<file path="src/rtl/al_accel_cp_array_if.sv">
// Bus bundle for al_accel_cp_array: window input stream, mode bits and the pooled result.
// AL_ACCEL_CP_ARGMAX_EN adds the per-channel winner index (cp_idx).
interface al_accel_cp_array_if #(
  parameter int DW  = 8,
  parameter int CH  = 4,
  parameter int WIN = 4,
  parameter int IW  = (WIN > 1) ? $clog2(WIN) : 1
);
  logic              en;
  logic              cp_clr;
  logic              cp_vi;
  logic [CH*DW-1:0]  cp_di;
  logic              cp_min;
  logic              cp_signed;
  logic [CH*DW-1:0]  cp_do;
  logic              cp_vo;
`ifdef AL_ACCEL_CP_ARGMAX_EN
  logic [CH*IW-1:0]  cp_idx;
`endif
  logic              cp_busy;

  modport master (
    output en, cp_clr, cp_vi, cp_di, cp_min, cp_signed,
`ifdef AL_ACCEL_CP_ARGMAX_EN
    input  cp_idx,
`endif
    input  cp_do, cp_vo, cp_busy
  );

  modport slave (
    input  en, cp_clr, cp_vi, cp_di, cp_min, cp_signed,
`ifdef AL_ACCEL_CP_ARGMAX_EN
    output cp_idx,
`endif
    output cp_do, cp_vo, cp_busy
  );
endinterface

</file>
<file path="src/rtl/al_accel_cp_array.sv">
// Multi-channel max/min pooling over WIN consecutive valid vectors, signed or unsigned ordering.
// Define AL_ACCEL_CP_ARGMAX_EN to keep the per-channel winner index (aidx / cp_idx).
module al_accel_cp_array #(
  parameter int DW  = 8,
  parameter int CH  = 4,
  parameter int WIN = 4,
  parameter int IW  = (WIN > 1) ? $clog2(WIN) : 1
) (
  input  logic              clk,
  input  logic              reset,
  al_accel_cp_array_if.slave cp
);

  localparam logic [IW-1:0] LAST = IW'(WIN - 1);

  logic [IW-1:0]    cnt;
  logic [DW-1:0]    acc [CH];
  logic             m_min;
  logic             m_sgn;
  logic [DW-1:0]    win_val [CH];
  logic [CH*DW-1:0] do_p1;
  logic             vo_p1;
  logic             accept;
  logic             first;
  logic             last;
`ifdef AL_ACCEL_CP_ARGMAX_EN
  logic [IW-1:0]    aidx [CH];
  logic [IW-1:0]    win_idx [CH];
  logic [CH*IW-1:0] idx_p1;
`endif

  // Strictly-better test; sign- or zero-extend to DW+1 so one signed compare covers both orderings.
  function automatic logic is_better(input logic [DW-1:0] a, input logic [DW-1:0] b,
                                     input logic mn, input logic sg);
    logic signed [DW:0] ea;
    logic signed [DW:0] eb;
    ea = sg ? $signed({a[DW-1], a}) : $signed({1'b0, a});
    eb = sg ? $signed({b[DW-1], b}) : $signed({1'b0, b});
    return mn ? (ea < eb) : (ea > eb);
  endfunction

  assign accept = cp.en && cp.cp_vi && !cp.cp_clr;
  assign first  = (cnt == '0);
  assign last   = (cnt == LAST);

  // Stage p0: candidate winner per channel given the accumulator and the incoming element
  always_comb begin
    for (int c = 0; c < CH; c++) begin
      win_val[c] = acc[c];
`ifdef AL_ACCEL_CP_ARGMAX_EN
      win_idx[c] = aidx[c];
`endif
      if (first) begin
        win_val[c] = cp.cp_di[c*DW +: DW];
`ifdef AL_ACCEL_CP_ARGMAX_EN
        win_idx[c] = '0;
`endif
      end else if (is_better(cp.cp_di[c*DW +: DW], acc[c], m_min, m_sgn)) begin
        win_val[c] = cp.cp_di[c*DW +: DW];
`ifdef AL_ACCEL_CP_ARGMAX_EN
        win_idx[c] = cnt;
`endif
      end
    end
  end

  // Stage p1: window state and registered result
  always_ff @(posedge clk or posedge reset) begin
    if (reset) begin
      cnt   <= '0;
      m_min <= 1'b0;
      m_sgn <= 1'b0;
      do_p1 <= '0;
      vo_p1 <= 1'b0;
      for (int c = 0; c < CH; c++) begin
        acc[c] <= '0;
`ifdef AL_ACCEL_CP_ARGMAX_EN
        aidx[c] <= '0;
`endif
      end
`ifdef AL_ACCEL_CP_ARGMAX_EN
      idx_p1 <= '0;
`endif
    end else if (!cp.en) begin
      vo_p1 <= 1'b0;
    end else if (cp.cp_clr) begin
      cnt   <= '0;
      vo_p1 <= 1'b0;
      for (int c = 0; c < CH; c++) begin
        acc[c] <= '0;
`ifdef AL_ACCEL_CP_ARGMAX_EN
        aidx[c] <= '0;
`endif
      end
    end else if (accept) begin
      for (int c = 0; c < CH; c++) begin
        acc[c] <= win_val[c];
`ifdef AL_ACCEL_CP_ARGMAX_EN
        aidx[c] <= win_idx[c];
`endif
      end
      if (first) begin
        m_min <= cp.cp_min;
        m_sgn <= cp.cp_signed;
      end
      if (last) begin
        cnt   <= '0;
        vo_p1 <= 1'b1;
        for (int c = 0; c < CH; c++) begin
          do_p1[c*DW +: DW] <= win_val[c];
`ifdef AL_ACCEL_CP_ARGMAX_EN
          idx_p1[c*IW +: IW] <= win_idx[c];
`endif
        end
      end else begin
        cnt   <= cnt + IW'(1);
        vo_p1 <= 1'b0;
      end
    end else begin
      vo_p1 <= 1'b0;
    end
  end

  assign cp.cp_do   = do_p1;
  assign cp.cp_vo   = vo_p1;
  assign cp.cp_busy = (cnt != '0);
`ifdef AL_ACCEL_CP_ARGMAX_EN
  assign cp.cp_idx  = idx_p1;
`endif

endmodule
</file>
<file path="src/flat_wrapper.sv">
// flat-port wrapper written by rule: the top's interface ports become plain ports
module al_accel_cp_array_flat 
#(
  parameter int DW  = 8,
  parameter int CH  = 4,
  parameter int WIN = 4,
  parameter int IW  = (WIN > 1) ? $clog2(WIN) : 1
)
  (clk, reset, cp_en, cp_cp_clr, cp_cp_vi, cp_cp_di, cp_cp_min, cp_cp_signed, cp_cp_do, cp_cp_vo, cp_cp_busy);
  al_accel_cp_array_if #(.DW(DW), .CH(CH), .WIN(WIN), .IW(IW)) cp_i ();
  input  logic clk;
  input  logic reset;
  input wire logic [$bits(cp_i.en)-1:0] cp_en;
  input wire logic [$bits(cp_i.cp_clr)-1:0] cp_cp_clr;
  input wire logic [$bits(cp_i.cp_vi)-1:0] cp_cp_vi;
  input wire logic [$bits(cp_i.cp_di)-1:0] cp_cp_di;
  input wire logic [$bits(cp_i.cp_min)-1:0] cp_cp_min;
  input wire logic [$bits(cp_i.cp_signed)-1:0] cp_cp_signed;
  output wire logic [$bits(cp_i.cp_do)-1:0] cp_cp_do;
  output wire logic [$bits(cp_i.cp_vo)-1:0] cp_cp_vo;
  output wire logic [$bits(cp_i.cp_busy)-1:0] cp_cp_busy;
  assign cp_i.en = cp_en;
  assign cp_i.cp_clr = cp_cp_clr;
  assign cp_i.cp_vi = cp_cp_vi;
  assign cp_i.cp_di = cp_cp_di;
  assign cp_i.cp_min = cp_cp_min;
  assign cp_i.cp_signed = cp_cp_signed;
  assign cp_cp_do = cp_i.cp_do;
  assign cp_cp_vo = cp_i.cp_vo;
  assign cp_cp_busy = cp_i.cp_busy;
  al_accel_cp_array #(.DW(DW), .CH(CH), .WIN(WIN), .IW(IW)) u_core (.clk(clk), .reset(reset), .cp(cp_i));
endmodule
</file>
<file path="config.mk">
export PLATFORM = sky130hd
export DESIGN_NAME = al_accel_cp_array_flat
export DESIGN_NICKNAME = d
export VERILOG_FILES = /design/src/rtl/al_accel_cp_array_if.sv /design/src/rtl/al_accel_cp_array.sv /design/src/flat_wrapper.sv
export SDC_FILE = /design/constraint.sdc
export NUM_CORES = 1
export LEC_CHECK = 0
export CAP_MARGIN = 25
export CORE_MARGIN = 2
export CORE_UTILIZATION = 30
export CTS_CLUSTER_DIAMETER = 200
export CTS_CLUSTER_SIZE = 14
export DETAILED_ROUTE_END_ITERATION = 6
export PLACE_DENSITY = 0.5
export SLEW_MARGIN = 40
export SYNTH_ARGS = -nofsm -noshare
export SYNTH_HDL_FRONTEND = slang
export SYNTH_SLANG_ARGS = --single-unit
</file>
<file path="constraint.sdc">
create_clock -name clk -period 3.1 [get_ports clk]
set_input_delay 0.62 -clock clk [delete_from_list [all_inputs] [get_ports clk]]
set_output_delay 0.62 -clock clk [all_outputs]
set_load 0.1 [all_outputs]
</file>
==> results by group <==
Yosys
  • XOR/XNOR share of the synthesized area: 0.00890
  • Area leader, netlist: dfrtp_1
  • Mux cell area share after synthesis: 0.0935
  • Avg Inst Size Synth: ~10 um2
  • Share of the synthesized area in the top cell type: 0.439
  • Synth Flop Type: dfrtp_1
  • Library cells used by synthesis: 48
  • Async SR Flop Fraction: 1.00
  • Register area share after synthesis: 0.439
  • Synthesized cell area: a little under 0.004 mm2
  • #FFs+latches synth: a little under 70
  • Synth area leaders: dfrtp_1 44%, ha_1 11%, mux2i_1 8.4%, a22o_1 7.1%, inv_1 3.6%
  • Post-Syn Instances: between 300 and 400
  • Synth Area in Compound Gates: 0.198
  • EDFF count, synth: 0
  • Largest family of logic cells by synthesized area: compound AO/OA/AOI/OAI gates
  • Post-synthesis adder-cell area fraction: 0.108
  • Count of yosys warnings during synthesis: 0
  • Synth Net Count: between 400 and 500
  • Simple-gate share of the synthesized area: 0.0986

STA
  • Max Clk Rate: about 360 MHz
  • Fin. max-slew vios: 0
  • Worst Skew: between 0.006 and 0.007 ns
  • RSZ-0062 raised after global routing: false
  • Relative slew slack: 0.698
  • Worst Max-Slew Pin Slew: ~0.45 ns
  • Fin crit share: 0.897
  • Final Hold Vio Count: 0
  • Min cycle time layout: approximately 2.8 ns
  • Final setup fails: 0
  • Setup slack after layout: ~0.32 ns
  • Min Hold Slack: 0.489 ns

Clock tree
  • Clock-pin slew on the worst setup and hold paths: ~0.050 ns
  • Clk Latency, worst-skew pair: ~0.33 ns
  • CTS Hold Bufs: 0
  • Setup bufs post-CTS: 0
  • Root Buffer: clkbuf_16
  • H-tree levels: 3
  • CTS tree: done
  • Clock buffer count from CTS: 9
  • Clock Tree Buf Depth: 2
  • CTS-repair resized insts: 0
  • CTS Sinks: just under 70

Power and ir drop
  • Leakage: around 0.0024 uW
  • Maximum VDD drop: around 0.3 mV
  • Switching pwr: 1540 uW
  • Seq pwr share: 0.309
  • Cell-internal power: approximately 2200 uW
  • Switching share of power: 0.412
  • Clock power share: 0.287
  • Total power: 3730 uW
  • PwrDens: between 700 and 800 mW/mm2
  • Logic pwr share: 0.404

Route
  • DR vias: between 3000 and 4000
  • Pre-antenna DRT Iters: 4
  • Drt drc: 0
  • Final ANT Viol Nets: 0
  • Vias per cell: about 4.8
  • Routed len/inst: ~15 um
  • DR iter-0 viols: 70
  • Total routed wirelength: ~9.5 mm

Outcome
  • Status: finished clean

Global route
  • Largest net degree at the start of global routing: 70
  • First-pass GRT wire length: approximately 16 mm
  • Vias in the first global route: approximately 3200
  • Total track usage: 0.145
  • Initial antenna violation count: 0
  • Total gr overflow: 0

Critical path
  • Worst setup SP type: input port
  • CP peak stage delay: approximately 0.46 ns
  • WP data required: 3.30 ns
  • RR Startpoint: u_core.acc[19]
  • CP Cell Sequence: clkdlybuf4s50_1 -> ha_1 -> a211o_1 -> o221ai_1 -> a21oi_1 -> o211ai_1 -> nor2_4 -> buf_4 -> mux2i_1 -> a21oi_1
  • Crit path max-delay family: compound AO/OA/AOI/OAI gates
  • Worst Setup EP: u_core.cp.cp_do[5]
  • Slowest cell on the critical path: clkdlybuf4s50_1
  • Crit path depth: 10
  • R2R setup slack: 0.67 ns
  • Worst path bufs/invs: 2
  • Most used cell, CP: a21oi_1
  • R2r worst-path depth: 11
  • WS Path Type: input port to flip-flop
  • Crit path from: cp_cp_di[6]
  • Crit-path max FO: 3
  • RR Endpoint: u_core.cp.cp_do[9]
  • Worst Path Arrival: a little under 3 ns
  • CP Capture Type: flip-flop

Place
  • Post-place instance area: about 0.0049 mm2
  • I/O Buffers: about 70
  • Final GP Congestion: between 0.8 and 0.9
  • DP HPWL: about 7 mm
  • Pre-CTS setup slack: -0.00588 ns

Layout
  • Antenna Cells: 0
  • Design area: about 0.0052 mm2
  • Multi-input gate area: about 0.002 mm2
  • Final core occ: 0.409
  • FILL cells: approximately 1300
  • Reg area: 0.00173 mm2
  • Area Growth Syn to Fin: 32.3%
  • Final nets: between 500 and 600
  • Share of layout cells above drive strength 1: 0.173

Job
  • Max-Cap Viols: 0

Hold path
  • Worst Hold Class: flip-flop to flip-flop

Floorplan
  • DIE WIDTH: about 120 um
  • Total I/O pin count: 73
  • Full die area: ~0.014 mm2
  • Die H: 119 um
  • Initial core utilization: 0.309
  • Rows: slightly above 40
  • Core footprint: roughly 0.013 mm2
## sequential cells by signal, indices dropped and copies added, names as in the netlist
name and flops:
u_core.cp.cp_do 32, u_core.acc 32, u_core.cp.cp_vo 1, u_core.m_min 1, u_core.m_sgn 1, u_core.cnt 2
## power groups by stage
stage	sequential, uW	clock (uW)	combinational [uW]
after detailed placement	1170	0	1520
after global routing	1180	1150	1610
final	1150	1070	1510
after CTS	1160	1100	1520
after floorplan	1730	0	557
after global placement	1170	0	1510
## final cells by class
class / count / share of cell area
clock buffer: 12 / 0.0512
clock inverter: 4 / 0.00865
inverter: 38 / 0.0274
multi-input combinational: 267 / 0.383
sequential: 69 / 0.332
tap: 172 / 0.0413
timing repair buffer: 91 / 0.157
## per-stage QoR
stage / std cells / setup TNS (ns)
after global routing: 653 / 0
after CTS: 653 / 0
final: 653 / 0
after floorplan: 387 / 0
after global placement: 637 / 0
after detailed placement: 637 / -0.00588
## kinds of logic (layout without fill, tap and decap cells)
group	count (synthesis)	count (layout)
buf+inv	51	145
compound gates	110	110
flops	69	69
fa+ha+maj	34	34
mux	36	36
xor+xnor	4	4
simple gates	83	83
## cells in the mapped netlist (2+ instances only)
master / count
a211o_1: 4
a21o_1: 4
a21oi_1: 24
a22o_1: 32
a31oi_1: 2
buf_1: 2
buf_2: 3
buf_6: 2
clkbuf_1: 5
dfrtp_1: 69
ha_1: 34
inv_1: 38
mux2_2: 2
mux2i_1: 33
nand2_1: 30
nand3_1: 5
nand4_1: 7
nor2_1: 27
nor2_2: 2
nor2_4: 3
nor2b_1: 2
o211ai_1: 4
o21a_1: 4
o21ai_0: 13
o21ai_1: 9
o31ai_1: 2
xor2_1: 4
## worst reg2reg max path: cells and delay by family, from the launching register on
family                     cells  cell delay (ns)
DFF                            1             0.40
AOI/OAI and AO/OA              6             0.91
buffers and inverters          3             0.48
adders and majority gates      1             0.30
muxes                          1             0.23
## worst min path at each step
stage                             start                   to  slack, ns  depth (start not counted)
CTS                 u_core.cp.cp_do[25]  u_core.cp.cp_do[25]       0.49                          2
finish              u_core.cp.cp_do[27]  u_core.cp.cp_do[27]       0.49                          2
global placement    u_core.cp.cp_do[31]  u_core.cp.cp_do[31]       0.47                          2
detailed placement  u_core.cp.cp_do[25]  u_core.cp.cp_do[25]       0.48                          2
global route        u_core.cp.cp_do[26]  u_core.cp.cp_do[26]       0.53                          2
floorplan                 u_core.cnt[0]        u_core.cnt[0]       0.48                          1
## routing by layer
metal,global-route usage,up-vias,share of wire
li1,-,1573,-
met1,0.190,1484,0.48
met2,0.240,45,0.48
met3,0.0198,12,0.023
met4,0.0625,0,0.021
met5,0,-,0
## cells in the final DEF, fill, tap and decap left out, types with 4 or more instances in the layout
cell type | synthesis | routed
dfrtp_1 | 69 | 69
buf_4 | 1 | 50
clkdlybuf4s50_1 | 0 | 38
inv_1 | 38 | 37
ha_1 | 34 | 34
mux2i_1 | 33 | 33
a22o_1 | 32 | 32
nand2_1 | 30 | 30
nor2_1 | 27 | 27
a21oi_1 | 24 | 24
o21ai_0 | 13 | 13
o21ai_1 | 9 | 9
clkbuf_16 | 0 | 9
nand4_1 | 7 | 7
nand3_1 | 5 | 5
o21a_1 | 4 | 4
a211o_1 | 4 | 4
xor2_1 | 4 | 4
o211ai_1 | 4 | 4
a21o_1 | 4 | 4
Note: power is estimated with default switching activity, not from simulation.
